===== src/rtl/jk_excitation_driver_pkg.sv =====
// Shared definitions for the JK excitation driver.
// Contents:
//   op_t     command opcodes carried on tgt_op
//   state_t  driver sequencing states
//   ROT_N    number of redundant J/K lines per flop
//   excite() JK excitation for one bit: present q, wanted next qn and
//            don't-care fill tog -> {j, k}
package jk_drv_pkg;

  typedef enum logic [1:0] {
    OP_STEP   = 2'b00,
    OP_PRESET = 2'b01,
    OP_CLEAR  = 2'b10,
    OP_HOLD   = 2'b11
  } op_t;

  typedef enum logic [2:0] {
    S_IDLE,
    S_SETUP,
    S_PULSE_HI,
    S_PULSE_LO,
    S_SAMPLE,
    S_RESP
  } state_t;

  localparam int ROT_N = 3;

  // 0->0: J=0 K=x   0->1: J=1 K=x   1->0: J=x K=1   1->1: J=x K=0
  function automatic logic [1:0] excite(input logic q, input logic qn, input logic tog);
    logic j;
    logic k;
    j = q ? tog : qn;
    k = q ? ~qn : tog;
    return {j, k};
  endfunction

endpackage


===== src/rtl/jk_excitation_driver_if.sv =====
// Command / response handshake bundle of the JK excitation driver.
// Signals:
//   tgt_valid/tgt_ready  command handshake
//   tgt_op, tgt_q, tgt_tog  command payload
//   rsp_valid/rsp_ready  response handshake
//   rsp_match, rsp_q     response payload
// master: the command source; slave: the driver.
interface jk_excitation_driver_if #(parameter int W = 4);
  logic         tgt_valid;
  logic         tgt_ready;
  logic [1:0]   tgt_op;
  logic [W-1:0] tgt_q;
  logic         tgt_tog;
  logic         rsp_valid;
  logic         rsp_ready;
  logic         rsp_match;
  logic [W-1:0] rsp_q;

  modport master (
    output tgt_valid, tgt_op, tgt_q, tgt_tog, rsp_ready,
    input  tgt_ready, rsp_valid, rsp_match, rsp_q
  );

  modport slave (
    input  tgt_valid, tgt_op, tgt_q, tgt_tog, rsp_ready,
    output tgt_ready, rsp_valid, rsp_match, rsp_q
  );
endinterface


===== src/rtl/jk_excitation_driver_line_spread.sv =====
// Spreads one J or K bit over the three ANDed bank inputs.
// Ports:
//   bit_in  wanted value of the ANDed result
//   rot     which line (0..2) carries the low level when bit_in=0
//   lines   three line values, lines[0] = line 1
// A 1 drives every line high; a 0 pulls only the rotated line low so each
// AND input gets exercised as the sole deciding input over time.
module jk_line_spread (
  input  logic       bit_in,
  input  logic [1:0] rot,
  output logic [2:0] lines
);
  assign lines[0] = bit_in | (rot != 2'd0);
  assign lines[1] = bit_in | (rot != 2'd1);
  assign lines[2] = bit_in | (rot != 2'd2);
endmodule


===== src/rtl/jk_excitation_driver.sv =====
// Self-check stimulus driver for a bank of W JK master-slave flops.
// Ports:
//   clk, CLR            clock, asynchronous active-high reset
//   bus (slave)         command in (tgt_*), response out (rsp_*)
//   ff_j1..3, ff_k1..3  registered J/K lines to the bank
//   ff_pre, ff_clr      registered bank preset / clear
//   ff_clk              registered one-cycle bank clock pulse
//   q_in                bank Q, captured in SAMPLE
//   err_cnt             saturating mismatch counter
// Sequence per command: IDLE -> SETUP -> PULSE_HI -> PULSE_LO -> SAMPLE -> RESP.
module jk_excitation_driver
  import jk_drv_pkg::*;
#(
  parameter int W     = 4,
  parameter int ERR_W = 16
) (
  input  logic                clk,
  input  logic                CLR,
  jk_excitation_driver_if.slave bus,
  output logic [W-1:0]        ff_j1,
  output logic [W-1:0]        ff_j2,
  output logic [W-1:0]        ff_j3,
  output logic [W-1:0]        ff_k1,
  output logic [W-1:0]        ff_k2,
  output logic [W-1:0]        ff_k3,
  output logic                ff_pre,
  output logic                ff_clr,
  output logic                ff_clk,
  input  logic [W-1:0]        q_in,
  output logic [ERR_W-1:0]    err_cnt
);

  function automatic logic [ERR_W-1:0] sat_inc(input logic [ERR_W-1:0] v);
    return (&v) ? v : v + 1'b1;
  endfunction

  state_t       state, next_state;
  op_t          op_r;
  logic [W-1:0] tgt_q_r;
  logic [W-1:0] model;
  logic [W-1:0] expected;
  logic [1:0]   rot;
  logic         rdy_r, vld_r, match_r;
  logic [W-1:0] rsp_q_r;
  logic         accept;

  logic [W-1:0] j_bit, k_bit;
  logic         zero_lines;
  logic [W-1:0] j1_s, j2_s, j3_s, k1_s, k2_s, k3_s;

  logic [W-1:0] j1_d, j2_d, j3_d, k1_d, k2_d, k3_d;
  logic         pre_d, clkp_d, clr_d, rdy_d, vld_d;

  assign accept        = bus.tgt_valid && rdy_r;
  assign bus.tgt_ready = rdy_r;
  assign bus.rsp_valid = vld_r;
  assign bus.rsp_match = match_r;
  assign bus.rsp_q     = rsp_q_r;

  // Excitation is formed from the incoming command so it can be registered
  // on the accept edge and be settled for the whole SETUP cycle.
  always_comb begin
    j_bit      = '0;
    k_bit      = '0;
    zero_lines = 1'b0;
    case (op_t'(bus.tgt_op))
      OP_STEP: begin
        for (int i = 0; i < W; i++) begin
          {j_bit[i], k_bit[i]} = excite(model[i], bus.tgt_q[i], bus.tgt_tog);
        end
      end
      OP_HOLD: begin
        j_bit = '0;
        k_bit = '0;
      end
      default: zero_lines = 1'b1;
    endcase
  end

  for (genvar i = 0; i < W; i++) begin : g_spread
    logic [2:0] jl, kl;
    jk_line_spread u_j (.bit_in(j_bit[i]), .rot(rot), .lines(jl));
    jk_line_spread u_k (.bit_in(k_bit[i]), .rot(rot), .lines(kl));
    assign j1_s[i] = jl[0];
    assign j2_s[i] = jl[1];
    assign j3_s[i] = jl[2];
    assign k1_s[i] = kl[0];
    assign k2_s[i] = kl[1];
    assign k3_s[i] = kl[2];
  end

  always_comb begin
    case (op_r)
      OP_STEP:   expected = tgt_q_r;
      OP_PRESET: expected = '1;
      OP_CLEAR:  expected = '0;
      default:   expected = model;
    endcase
  end

  // State register
  always_ff @(posedge clk or posedge CLR) begin
    if (CLR) state <= S_IDLE;
    else     state <= next_state;
  end

  // Next-state logic
  always_comb begin
    next_state = state;
    case (state)
      S_IDLE:     if (accept) next_state = S_SETUP;
      S_SETUP:    next_state = S_PULSE_HI;
      S_PULSE_HI: next_state = S_PULSE_LO;
      S_PULSE_LO: next_state = S_SAMPLE;
      S_SAMPLE:   next_state = S_RESP;
      S_RESP:     if (bus.rsp_ready) next_state = S_IDLE;
      default:    next_state = S_IDLE;
    endcase
  end

  // Output logic: next values of the registered bank and handshake outputs
  always_comb begin
    j1_d   = ff_j1;
    j2_d   = ff_j2;
    j3_d   = ff_j3;
    k1_d   = ff_k1;
    k2_d   = ff_k2;
    k3_d   = ff_k3;
    pre_d  = 1'b0;
    clkp_d = 1'b0;
    clr_d  = 1'b0;
    rdy_d  = (next_state == S_IDLE);
    vld_d  = (next_state == S_RESP);
    if (accept) begin
      j1_d = zero_lines ? '0 : j1_s;
      j2_d = zero_lines ? '0 : j2_s;
      j3_d = zero_lines ? '0 : j3_s;
      k1_d = zero_lines ? '0 : k1_s;
      k2_d = zero_lines ? '0 : k2_s;
      k3_d = zero_lines ? '0 : k3_s;
    end else if (state == S_SAMPLE) begin
      j1_d = '0;
      j2_d = '0;
      j3_d = '0;
      k1_d = '0;
      k2_d = '0;
      k3_d = '0;
    end
    if (next_state == S_PULSE_HI) begin
      case (op_r)
        OP_PRESET: pre_d  = 1'b1;
        OP_CLEAR:  clr_d  = 1'b1;
        default:   clkp_d = 1'b1;
      endcase
    end
  end

  // ff_clr resets high so the bank is held cleared, matching model=0.
  always_ff @(posedge clk or posedge CLR) begin
    if (CLR) begin
      ff_j1  <= '0;
      ff_j2  <= '0;
      ff_j3  <= '0;
      ff_k1  <= '0;
      ff_k2  <= '0;
      ff_k3  <= '0;
      ff_pre <= 1'b0;
      ff_clk <= 1'b0;
      ff_clr <= 1'b1;
      rdy_r  <= 1'b0;
      vld_r  <= 1'b0;
    end else begin
      ff_j1  <= j1_d;
      ff_j2  <= j2_d;
      ff_j3  <= j3_d;
      ff_k1  <= k1_d;
      ff_k2  <= k2_d;
      ff_k3  <= k3_d;
      ff_pre <= pre_d;
      ff_clk <= clkp_d;
      ff_clr <= clr_d;
      rdy_r  <= rdy_d;
      vld_r  <= vld_d;
    end
  end

  // Sample stage: capture Q, update model and mismatch count
  always_ff @(posedge clk or posedge CLR) begin
    if (CLR) begin
      rot     <= 2'd0;
      model   <= '0;
      rsp_q_r <= '0;
      match_r <= 1'b0;
      err_cnt <= '0;
    end else begin
      if (accept) rot <= (rot == 2'(ROT_N - 1)) ? 2'd0 : rot + 2'd1;
      if (state == S_SAMPLE) begin
        rsp_q_r <= q_in;
        match_r <= (q_in == expected);
        model   <= q_in;
        if (q_in != expected) err_cnt <= sat_inc(err_cnt);
      end
    end
  end

  // Command payload is data only; it is always reloaded before use.
  always_ff @(posedge clk) begin
    if (accept) begin
      op_r    <= op_t'(bus.tgt_op);
      tgt_q_r <= bus.tgt_q;
    end
  end

endmodule

===== src/flat_wrapper.sv =====
// flat-port wrapper written by rule: the top's interface ports become plain ports
module jk_excitation_driver_flat import jk_drv_pkg::*;
#(
  parameter int W     = 4,
  parameter int ERR_W = 16
)
  (clk, CLR, ff_j1, ff_j2, ff_j3, ff_k1, ff_k2, ff_k3, ff_pre, ff_clr, ff_clk, q_in, err_cnt, bus_tgt_valid, bus_tgt_op, bus_tgt_q, bus_tgt_tog, bus_rsp_ready, bus_tgt_ready, bus_rsp_valid, bus_rsp_match, bus_rsp_q);
  jk_excitation_driver_if #(.W(W)) bus_i ();
  input  logic clk;
  input  logic CLR;
  output logic [W-1:0] ff_j1;
  output logic [W-1:0] ff_j2;
  output logic [W-1:0] ff_j3;
  output logic [W-1:0] ff_k1;
  output logic [W-1:0] ff_k2;
  output logic [W-1:0] ff_k3;
  output logic ff_pre;
  output logic ff_clr;
  output logic ff_clk;
  input  logic [W-1:0] q_in;
  output logic [ERR_W-1:0] err_cnt;
  input wire logic [$bits(bus_i.tgt_valid)-1:0] bus_tgt_valid;
  input wire logic [$bits(bus_i.tgt_op)-1:0] bus_tgt_op;
  input wire logic [$bits(bus_i.tgt_q)-1:0] bus_tgt_q;
  input wire logic [$bits(bus_i.tgt_tog)-1:0] bus_tgt_tog;
  input wire logic [$bits(bus_i.rsp_ready)-1:0] bus_rsp_ready;
  output wire logic [$bits(bus_i.tgt_ready)-1:0] bus_tgt_ready;
  output wire logic [$bits(bus_i.rsp_valid)-1:0] bus_rsp_valid;
  output wire logic [$bits(bus_i.rsp_match)-1:0] bus_rsp_match;
  output wire logic [$bits(bus_i.rsp_q)-1:0] bus_rsp_q;
  assign bus_i.tgt_valid = bus_tgt_valid;
  assign bus_i.tgt_op = bus_tgt_op;
  assign bus_i.tgt_q = bus_tgt_q;
  assign bus_i.tgt_tog = bus_tgt_tog;
  assign bus_i.rsp_ready = bus_rsp_ready;
  assign bus_tgt_ready = bus_i.tgt_ready;
  assign bus_rsp_valid = bus_i.rsp_valid;
  assign bus_rsp_match = bus_i.rsp_match;
  assign bus_rsp_q = bus_i.rsp_q;
  jk_excitation_driver #(.W(W), .ERR_W(ERR_W)) u_core (.clk(clk), .CLR(CLR), .bus(bus_i), .ff_j1(ff_j1), .ff_j2(ff_j2), .ff_j3(ff_j3), .ff_k1(ff_k1), .ff_k2(ff_k2), .ff_k3(ff_k3), .ff_pre(ff_pre), .ff_clr(ff_clr), .ff_clk(ff_clk), .q_in(q_in), .err_cnt(err_cnt));
endmodule

===== config.mk =====
export PLATFORM = sky130hd
export DESIGN_NAME = jk_excitation_driver_flat
export DESIGN_NICKNAME = d
export VERILOG_FILES = /design/src/rtl/jk_excitation_driver_pkg.sv /design/src/rtl/jk_excitation_driver_if.sv /design/src/rtl/jk_excitation_driver_line_spread.sv /design/src/rtl/jk_excitation_driver.sv /design/src/flat_wrapper.sv
export SDC_FILE = /design/constraint.sdc
export NUM_CORES = 1
export LEC_CHECK = 0
export ABC_CLOCK_PERIOD_IN_PS = 5350
export BUFFER_PORTS_ARGS = -buffer_cell sky130_fd_sc_hd__buf_4
export CORE_MARGIN = 1.5
export CORE_UTILIZATION = 40
export CTS_CLUSTER_SIZE = 16
export DETAILED_ROUTE_END_ITERATION = 6
export PLACE_DENSITY = 0.66
export SLEW_MARGIN = 20
export SYNTH_ARGS = -nofsm -noshare
export SYNTH_HDL_FRONTEND = slang
export SYNTH_SLANG_ARGS = --single-unit

===== constraint.sdc =====
create_clock -name clk -period 5.35 [get_ports clk]
set_input_delay 0.535 -clock clk [delete_from_list [all_inputs] [get_ports clk]]
set_output_delay 0.535 -clock clk [all_outputs]
set_load 0.02 [all_outputs]

==> metrics.md, run 1 <==
| Metric | Value |
|---|---|
| Result of the run | complete, no violations |
| Cell leakage power | approximately 1.7 nW |
| Clock tree from TritonCTS | built |
| Number of instances in the synthesized netlist | 273 |
| Worst path top cell family by delay | simple AND/OR/NAND/NOR gates |
| Most area-consuming cells after synthesis | dfrtp_1, edfxtp_1, xor2_1 |
| Buffers & Inverters on Critical Path | 0 |
| Router iterations before antenna repair | 4 |
| Crit path max-delay cell type | nor4_4 |
| Top post-synthesis cells by count | dfrtp_1, nand2_1, nor2_1 |
| Crit start category | flip-flop |
| Type of the worst setup path | flip-flop to flip-flop |
| Type of the most critical hold path | input pin to async pin |
| Detail-routed net length per standard cell | 14.2 um |
| Via density | approximately 5 |
| Clock tree root driver cell | clkbuf_8 |
| Synth Net Count | between 200 and 300 |
| Library cell with the largest summed area after synthesis | dfrtp_1 |
| Final period utilization | 0.481 |
| Final Hold Vio Count | 0 |
| Buffers inserted during post-CTS setup optimization | 0 |
| Sequential fraction of the synthesis area | 0.559 |
| Final-stage net count | 361 |
| Fraction of synthesized cell area taken by the top area cell type | 0.485 |
| Overall via count from detail_route | between 2000 and 2500 |
| Ratio of cells with drive above 1 in the final layout | 0.270 |
| Count of unique library cells instantiated by Yosys | 34 |
| Vertical die dimension | between 80 and 90 um |
| Routed Wire Length | approximately 6000 um |
| Post-layout instance count excluding filler cells | around 420 |
| Post-route worst hold slack | 0.390 ns |
| Top routing layer in use | met4 |
| Post-route antenna net violation count | 0 |
| RSZ-0062 raised after global routing | false |
| Worst stage delay on the critical path | between 0.6 and 0.7 ns |
| Die Footprint | roughly 0.0075 mm2 |
| Achievable clock frequency | roughly 390 MHz |
| Tmin final | between 2 and 3 ns |
| First-pass GRT wire length | between 10000 and 15000 um |
| EDFF count, synth | 6 |
| Effective utilization at floorplan | 0.413 |
| Average instance area after synthesis | between 10 and 15 um2 |
| Aggregate global routing overflow | 0 |
| Clock H-tree levels | 3 |
| Area of the core | approximately 0.0068 mm2 |
| Required arrival time at the worst endpoint | approximately 5.6 ns |
| Placed cell count | ~410 |
| Hold_buf cts | 0 |
| Critical path data arrival time | 2.78 ns |
| Relative slew margins | 0.345 |
| Critical path, cell by cell | ha_1 > nor2_1 > a21oi_1 > xor2_1 > nor4_4 > nand3b_1 > mux2_1 |
| Endpoint type of the worst setup path | flip-flop |
| Warnings, synthesis | 0 |
| Standard-cell row count | 30 |
| Setup TNS | 0 ns |
| Die extent in x | around 86 um |
| Slew of the pin with the lowest slew margin | just under 1 ns |
| Final clock skew | about 0.011 ns |
| Sinks on Clock Net | 61 |
| Total Routing Usage GR | 0.175 |
| Wire length on met3 | around 340 um |
| Number of instances resized during post-cts repair | 0 |
| Initial antenna violation count | 0 |
| Most numerous cell in the Yosys netlist | dfrtp_1 |
| Top Ports | 65 |
| Top_reg_cell synth | dfrtp_1 |
| Clock network latency to the later pin of the worst-skew pair | approximately 0.33 ns |
| Clock-pin slew on the worst setup and hold paths | 0.07 ns |
| M1 wire length | 2830 um |
| Detailed Place HPWL | ~4300 um |
| PortBufs | 64 |
| MaxCap Viol Count | 0 |
| Largest voltage drop on the vdd net | 0.282 mV |
| Largest net degree at the start of global routing | 56 |
| Register bit total from synthesis | just over 60 |
| Synth-to-layout area growth | 25.5% |
| Pwr Density | approximately 600 mW/mm2 |
| Metal2 WL | ~2800 um |
| Cell area after technology mapping | roughly 0.0028 mm2 |
| CTS Buffer Depth | 2 |
| Async set-or-reset flop fraction in the synthesized netlist | 0.902 |
| Number of clock buffers inserted by TritonCTS | 9 |
| Final setup vio count | 0 |
| First-iteration detailed-routing DRC count | 103 |
| DRC violations left | 0 |
| Fin. max-slew vios | 0 |
| Number of global-route vias before repair | between 2000 and 2500 |
| Total inserted antenna cells | 0 |
| Max Fanout on Critical Path | 16 |
| Gpl congestion | 0.734 |
## cell usage in the layout (no fill, tap or decap), types with 3 or more instances in the layout
cell | synthesis | layout
xor2_1 | 18 | 18
nand2_1 | 40 | 40
clkbuf_1 | 7 | 3
nand2b_1 | 3 | 3
o21ai_0 | 26 | 26
nor3_1 | 8 | 8
o211a_1 | 4 | 4
or2_2 | 3 | 3
and3_1 | 4 | 4
mux2i_1 | 4 | 4
nor2b_1 | 9 | 9
buf_4 | 0 | 66
ha_1 | 6 | 6
inv_1 | 7 | 6
a21oi_1 | 5 | 5
nand4_1 | 3 | 3
edfxtp_1 | 6 | 6
dfrtp_1 | 54 | 54
nor2_1 | 35 | 34
nand3_1 | 9 | 9
mux2_2 | 5 | 5
clkbuf_8 | 0 | 10
## worst reg2reg max path, cell delays in order (launching register included)
cell and delay [ns]:
edfxtp_1 0.41, ha_1 0.26, nor2_1 0.21, a21oi_1 0.13, xor2_1 0.18, nor4_4 0.69, nand3b_1 0.24, mux2_1 0.34
## power breakdown
| group | internal (mW) | switching, mW | total [mW] |
|---|---|---|---|
| Combinational | 0.396 | 0.534 | 0.930 |
| Sequential | 0.658 | 0.170 | 0.828 |
| Clock | 0.177 | 0.166 | 0.344 |
| Total | 1.23 | 0.871 | 2.10 |
## through the flow
stage               cell area, um2  utilization  total power [mW]  setup WS [ns]
detailed placement            3340        0.494              1.77           2.78
finish                        3500        0.518              2.10           2.78
global placement              3340        0.494              1.75           2.83
floorplan                     2790            -              1.39           3.23
global route                  3500        0.518              2.25           2.53
CTS                           3500        0.518              2.12           2.77
## registers in the layout (all words and copies together) (netlist names), 2 cells and up
register,cells
u_core.rot,2
u_core.ff_j3,4
u_core.op_r,2
u_core.ff_j1,4
u_core.err_cnt,16
u_core.ff_j2,4
u_core.model,4
u_core.tgt_q_r,4
u_core.state,3
u_core.ff_k2,4
u_core.ff_k3,4
u_core.ff_k1,4
## path summary, 6_finish.rpt
check                                start                end  slack [ns]  cells after the start
setup reg to reg            u_core.op_r[0]  u_core.err_cnt[1]        2.78                      7
hold / removal                         CLR  u_core.err_cnt[2]        0.39                      3
max in group asynchronous              CLR    u_core.state[2]        4.49                      3
hold reg to reg            u_core.ff_j1[1]    u_core.ff_j1[1]        0.48                      2
min in group clk             bus_tgt_op[0]     u_core.op_r[0]        0.40                      1
setup / recovery            u_core.op_r[0]  u_core.err_cnt[1]        2.78                      7
## metal layers
metal | GRT usage | vias up
li1 | - | 1046
met2 | 0.286 | 50
met4 | 0.0674 | 0
met1 | 0.220 | 1018
met3 | 0.0524 | 7
met5 | 0 | -
## cell families after synthesis
kind of cell,share of synthesized area
buf+inv,0.0260
compound gates,0.0732
simple gates,0.214
mux,0.0386
xor+xnor,0.0628
flops,0.559
fa+ha+maj,0.0269
## area by class of cell
type | count | area, um2
Clock inverter | 2 | 10.0
Inverter | 7 | 26.3
Fill cell | 659 | 3260
Tap cell | 80 | 100
Clock buffer | 13 | 149
Sequential cell | 61 | 1560
Multi-Input combinational cell | 195 | 1160
Timing Repair Buffer | 66 | 495
No activity file was read; power rests on OpenSTA's default activity.
==> run 2: changes to the inputs <==
Settings changed: ABC_CLOCK_PERIOD_IN_PS 5350 to 2530.
Clock period 5.35 ns to 2.53 ns, I/O delays scaled along.
==> metrics.md, run 2 (synthesis gave the netlist of run 1 again) <==
| Metric | Value |
|---|---|
| Result of the run | complete, no violations |
| Commonest cells after routing, fill and taps aside | buf_4, dfrtp_1, nand2_1, nor2_1, o21ai_0 |
| Slew of the pin with the lowest slew margin | 0.570 ns (-0.410 ns) |
| Final-stage net count | 365 (+1.1%) |
| Clock tree from TritonCTS | built |
| Cell depth of the worst flop-to-flop path | 9 (+2) |
| Worst r2r src | u_core.op_r[1] |
| Vertical die dimension | 86.5 um (unchanged) |
| Overall via count from detail_route | 2145 (+1.1%) |
| Cell with the most instances on the worst path | xor2_1 |
| Standard-cell row count | 30 (unchanged) |
| Clock network latency to the later pin of the worst-skew pair | 0.34 ns (about the same) |
| Final Hold Vio Count | 0 (unchanged) |
| Final clock skew | 0.00816 ns (-0.00266 ns) |
| Gpl congestion | 0.738 (+0.50%) |
| Buffers & Inverters on Critical Path | 2 (+2) |
| Worst stage delay on the critical path | 0.42 ns (-0.27 ns) |
| CTS Buffer Depth | 2 (unchanged) |
| Routed Wire Length | 6030 um (+0.42%) |
| Tmin final | 2.15 ns (-0.425 ns) |
| Worst hold path endpoint | u_core.tgt_q_r[2] |
| Clock tree root driver cell | clkbuf_8 |
| Number of inserted filler cells in the final layout | 636 (-3.5%) |
| Largest net degree at the start of global routing | 31 (-45%) |
| Crit start category | flip-flop |
| Power share of the sequential group | 0.370 (-0.024) |
| Worst path top cell family by delay | simple AND/OR/NAND/NOR gates |
| First-pass GRT wire length | 9810 um (-2.3%) |
| Number of clock buffers inserted by TritonCTS | 9 (unchanged) |
| Type of the worst setup path | flip-flop to flip-flop |
| Aggregate global routing overflow | 0 (unchanged) |
| Portion of total power attributed to combinational logic | 0.420 (-0.023) |
| Pwr Density | 1310 mW/mm2 (+120%) |
| Router iterations before antenna repair | 4 (unchanged) |
| Detail-routed net length per standard cell | 14.0 um (-0.75%) |
| Detailed Place HPWL | 4280 um (-0.23%) |
| Type of the most critical hold path | input pin to flip-flop |
| Worst hold path cell count | 1 |
| Start point of the worst min-delay path | bus_tgt_q[2] |
| Endpoint type of the worst setup path | flip-flop |
| Critical path data arrival time | 2.41 ns (-0.37 ns) |
| Flip-flop count of the largest register, all copies and words added | 16 (unchanged) |
| Internal portion of total power | 2.85 mW (+130%) |
| Critical path, cell by cell | inv_1 > ha_1 > nand2_1 > a21oi_1 > xor2_1 > nor4_4 > buf_4 > nor4_1 > xor2_1 |
| RSZ-0062 raised after global routing | false |
| Achievable clock frequency | 466 MHz (+20%) |
| Fin. max-slew vios | 0 (unchanged) |
| Pre-CTS worst setup slack | 0.399 ns (-2.38 ns) |
| Clock H-tree levels | 3 (unchanged) |
| Relative slew margins | 0.619 (+0.274) |
| Final period utilization | 0.849 (+0.368) |
| Total Routing Usage GR | 0.171 (-0.00385) |
| FF-to-FF End | u_core.err_cnt[11] |
| Die Footprint | 0.00748 mm2 (unchanged) |
| Max Fanout on Critical Path | 10 (-6) |
| Worst reg2reg setup slack | 0.38 ns (-2.40 ns) |
| Crit path max-delay cell type | edfxtp_1 |
| Effective utilization at floorplan | 0.413 (unchanged) |
| Setup TNS | 0 ns (unchanged) |
| Via density | 5.00 (about the same) |
| Synth-to-layout area growth | 29.7% |
| Biggest register | u_core.err_cnt |
| Number of global-route vias before repair | 2089 (-1.8%) |
| First-iteration detailed-routing DRC count | 111 (+7.8%) |
| Switching power of the nets | 1.88 mW (+120%) |
| Commonest non-fill, non-tap cell in the layout | buf_4 |
| Cell leakage power | 1.75 nW (+2.8%) |
| Sinks on Clock Net | 61 (unchanged) |
| Area of the core | 0.00676 mm2 (unchanged) |
| Worst path setup slack after routing | 0.382 ns (-2.40 ns) |
| PortBufs | 64 (unchanged) |
| Largest voltage drop on the vdd net | 0.545 mV (+93%) |
| DRC violations left | 0 (unchanged) |
| Top Ports | 65 (unchanged) |
| Initial antenna violation count | 0 (unchanged) |
| Post-route antenna net violation count | 0 (unchanged) |
| Die extent in x | 86.5 um (unchanged) |
| Final setup vio count | 0 (unchanged) |
| Part of the total power dissipated in the clock network | 0.210 (+0.047) |
| Required arrival time at the worst endpoint | 2.79 ns (-2.77 ns) |
| MaxCap Viol Count | 0 (unchanged) |
| Switching power share of the total | 0.397 (-0.0171) |
| Ratio of cells with drive above 1 in the final layout | 0.284 (+0.0133) |
| Clock-pin slew on the worst setup and hold paths | 0.07 ns (about the same) |
| Total inserted antenna cells | 0 (unchanged) |
## run 2: metal layers
metal  vias to the layer above  part of all wire  GRT usage
met1                      1015              0.44      0.216
met4                         0             0.010     0.0557
met3                         8             0.081     0.0695
met2                        67              0.46      0.269
met5                         -                 0          0
li1                       1055                 -          -
## run 2: repair_timing
| item | 4_1_cts | 5_1_grt |
|---|---|---|
| hold buffers | 1 | 0 |
| hold endpoints to repair | 24 | 0 |
| setup buffers | 0 | 0 |
| resized for setup | 0 | 0 |
## run 2: per-stage QoR
step           cells  power, mW   util  area (um2)  hold slack (ns)
6_report         429       4.73  0.535        3620            0.105
5_1_grt          429       5.04  0.535        3620           0.0812
4_1_cts          429       4.79  0.535        3620           0.0911
3_5_place_dp     412       3.77  0.499        3370            0.357
3_3_place_gp     412       3.73  0.499        3370            0.355
2_1_floorplan    273       2.94      -        2790            0.352
## run 2: power by group through the flow
stage	sequential, mW	combinational (mW)	clock (mW)
after floorplan	2.11	0.825	0
after global placement	1.76	1.98	0
after detailed placement	1.76	2.01	0
after CTS	1.75	2.01	1.02
after global routing	1.81	2.17	1.06
final	1.75	1.99	0.995
## run 2: worst reg2reg max path, delay by kind of cell, from the launching register on
kind / cells / cell delay (ns)
flip-flops: 1 / 0.42
AO/OA/AOI/OAI: 1 / 0.20
buffers and inverters: 2 / 0.28
XOR/XNOR: 2 / 0.43
adder cells (fa/ha/maj): 1 / 0.21
AND/OR/NAND/NOR: 3 / 0.54
## run 2: layout make-up
type,count,area [um2],share of cell area
clock inverters,5,82.6,0.0228
repair buffers,70,541,0.149
inverters,7,26.3,0.00727
multi-input cells,195,1160,0.320
clock buffers,11,151,0.0419
flip-flops and latches,61,1560,0.431
well taps,80,100,0.0277
## run 2: how the worst max path moves through the flow
stage / slack [ns] / from / cells past startpoint / endpoint
global placement: 0.45 / u_core.op_r[0] / 7 / u_core.err_cnt[1]
detailed placement: 0.40 / u_core.op_r[1] / 9 / u_core.err_cnt[11]
CTS: 0.38 / u_core.op_r[1] / 9 / u_core.err_cnt[11]
floorplan: 0.41 / u_core.op_r[0] / 7 / u_core.err_cnt[1]
global route: 0.14 / u_core.op_r[0] / 9 / u_core.err_cnt[11]
finish: 0.38 / u_core.op_r[1] / 9 / u_core.err_cnt[11]
==> run 3: changes to the inputs <==
Settings changed: ABC_CLOCK_PERIOD_IN_PS 2530 to 1700, PLACE_DENSITY 0.66 to 0.69.
Clock period 2.53 ns to 1.7 ns, I/O delays scaled along.
==> metrics.md, run 3 (synthesis gave the netlist of run 1 again) <==
| Metric | Value |
|---|---|
| Result of the run | finished with violations |
| Violations in the final reports | negative setup slack |
| Type of the worst setup path | flip-flop to flip-flop |
| Total Routing Usage GR | 0.191 (+0.0201) |
| Gpl congestion | 0.738 (about the same) |
| CTS Buffer Depth | 2 (unchanged) |
| Flip-flop count of the largest register, all copies and words added | 16 (unchanged) |
| Detail-routed net length per standard cell | 15.2 um (+8.0%) |
| Die Footprint | 0.00748 mm2 (unchanged) |
| Buffers & Inverters on Critical Path | 3 (+1) |
| Tmin final | 2.18 ns (+0.0315 ns) |
| Clock tree root driver cell | clkbuf_8 |
| Clock H-tree levels | 3 (unchanged) |
| Number of clock buffers inserted by TritonCTS | 9 (unchanged) |
| Final Hold Vio Count | 0 (unchanged) |
| Commonest cells after routing, fill and taps aside | buf_4, dfrtp_1, nand2_1, nor2_1, o21ai_0 |
| Post-route antenna net violation count | 0 (unchanged) |
| Sinks on Clock Net | 61 (unchanged) |
| Worst path top cell family by delay | simple AND/OR/NAND/NOR gates |
| Crit start category | flip-flop |
| Die extent in x | 86.5 um (unchanged) |
| Placed cell count | 433 (+5.1%) |
| Largest net degree at the start of global routing | 40 (+29%) |
| Clock network latency to the later pin of the worst-skew pair | 0.32 ns (-0.02 ns) |
| M1 wire length | 3080 um (+15%) |
| Final-stage net count | 392 (+7.4%) |
| Standard-cell row count | 30 (unchanged) |
| MaxCap Viol Count | 0 (unchanged) |
| Setup TNS | -7.05 ns (-7.05 ns) |
| Ratio of cells with drive above 1 in the final layout | 0.404 (+0.121) |
| Clock tree from TritonCTS | built |
| Achievable clock frequency | 459 MHz (-1.4%) |
| Post-layout instance count excluding filler cells | 456 (+6.3%) |
| Initial antenna violation count | 0 (unchanged) |
| RSZ-0062 raised after global routing | true |
| Critical path, cell by cell | inv_2 > ha_4 > nor2_4 > a21oi_2 > xor2_2 > nor4_4 > buf_6 > buf_8 > nor3_2 > xor2_1 |
| Commonest non-fill, non-tap cell in the layout | buf_4 |
| Endpoint type of the worst setup path | flip-flop |
| Fin. max-slew vios | 0 (unchanged) |
| Routed Wire Length | 6910 um (+15%) |
| Final period utilization | 1.28 (+0.433) |
| Required arrival time at the worst endpoint | 1.90 ns (-0.89 ns) |
| Relative slew margins | 0.736 (+0.117) |
| Via density | 5.13 (+2.5%) |
| Number of inserted filler cells in the final layout | 560 (-12%) |
| First-pass GRT wire length | 11100 um (+13%) |
| DRC violations left | 0 (unchanged) |
| Slew of the pin with the lowest slew margin | 0.396 ns (-0.175 ns) |
| Largest voltage drop on the vdd net | 0.862 mV (+58%) |
| First-iteration detailed-routing DRC count | 101 (-9.0%) |
| Cell leakage power | 1.92 nW (+9.7%) |
| Effective utilization at floorplan | 0.413 (unchanged) |
| Top routing layer in use | met4 |
| Overall via count from detail_route | 2338 (+9.0%) |
| Biggest register | u_core.err_cnt |
| Type of the most critical hold path | input pin to flip-flop |
| Number of global-route vias before repair | 2313 (+11%) |
| Final setup vio count | 17 (+17) |
| Area of the core | 0.00676 mm2 (unchanged) |
| Wire length on met3 | 369 um (-24%) |
| Max Fanout on Critical Path | 7 (-3) |
| Top Ports | 65 (unchanged) |
| Total inserted antenna cells | 0 (unchanged) |
| Synth-to-layout area growth | 45.0% |
| Crit path max-delay cell type | edfxtp_1 |
| Router iterations before antenna repair | 5 (+1) |
| Worst stage delay on the critical path | 0.44 ns (+0.02 ns) |
| Detailed Place HPWL | 4820 um (+13%) |
| Critical path data arrival time | 2.38 ns (-0.03 ns) |
| PortBufs | 64 (unchanged) |
| Clock-pin slew on the worst setup and hold paths | 0.07 ns (about the same) |
| Pwr Density | 1910 mW/mm2 (+46%) |
| Aggregate global routing overflow | 0 (unchanged) |
| Final clock skew | 0.00455 ns (-0.00361 ns) |
| Vertical die dimension | 86.5 um (unchanged) |
| Metal2 WL | 3370 um (+21%) |
| Worst path setup slack after routing | -0.479 ns (-0.862 ns) |
-- run 3: path summary, 6_finish.rpt --
path                                          end  slack, ns  depth (start not counted)            start
worst max-delay path            u_core.err_cnt[8]      -0.48                         10   u_core.op_r[1]
worst min-delay path               u_core.op_r[1]       0.04                          1    bus_tgt_op[1]
worst max register to register  u_core.err_cnt[8]      -0.48                         10   u_core.op_r[1]
worst min register to register    u_core.ff_j1[1]       0.48                          2  u_core.ff_j1[1]
max in group asynchronous           u_core.ff_clr       0.70                          4              CLR
min in group asynchronous       u_core.err_cnt[2]       0.39                          3              CLR
-- run 3: final cells by class --
class / instances / area, um2 / share of cell area
well taps: 80 / 100 / 0.0248
flip-flops and latches: 61 / 1560 / 0.385
clock buffers: 13 / 179 / 0.0443
clock inverters: 3 / 65.1 / 0.0161
multi-input cells: 195 / 1340 / 0.331
repair buffers: 97 / 774 / 0.192
inverters: 7 / 26.3 / 0.00650
-- run 3: through the flow --
step                      cell area, um2  hold slack, ns  power [mW]   util  worst slack, ns
final                               4040          0.0368        7.71  0.598           -0.479
after global routing                4040          0.0185        8.18  0.598           -0.558
after CTS                           3980          0.0170        7.70  0.589           -0.420
after detailed placement            3620           0.191        6.03  0.536           -0.466
after global placement              3620           0.178        5.95  0.536           -0.331
after floorplan                     2870           0.269        4.44      -           -0.341
-- run 3: what timing repair did --
item	4_1_cts	5_1_grt
setup endpoints to repair	17	17
pin swaps	5	6
hold buffers	1	0
setup buffers	4	2
endpoints found under the hold margin	16	0
resized for setup	16	8
-- run 3: routing by layer --
layer,up-vias,track usage
li1,1104,-
met5,-,0
met2,66,0.305
met4,0,0.0792
met1,1158,0.250
met3,10,0.0467
-- run 3: worst reg2reg max path, cell delays in order, from the launching register on --
cell	delay [ns]
edfxtp_1	0.44
inv_2	0.10
ha_4	0.18
nor2_4	0.17
a21oi_2	0.09
xor2_2	0.16
nor4_4	0.38
buf_6	0.21
buf_8	0.14
nor3_2	0.04
xor2_1	0.15
-- run 3: report_power, final --
part	total (mW)	switching (mW)	internal, mW
sequential	2.47	0.399	2.07
clock	1.53	0.551	0.984
combinational	3.70	2.06	1.65
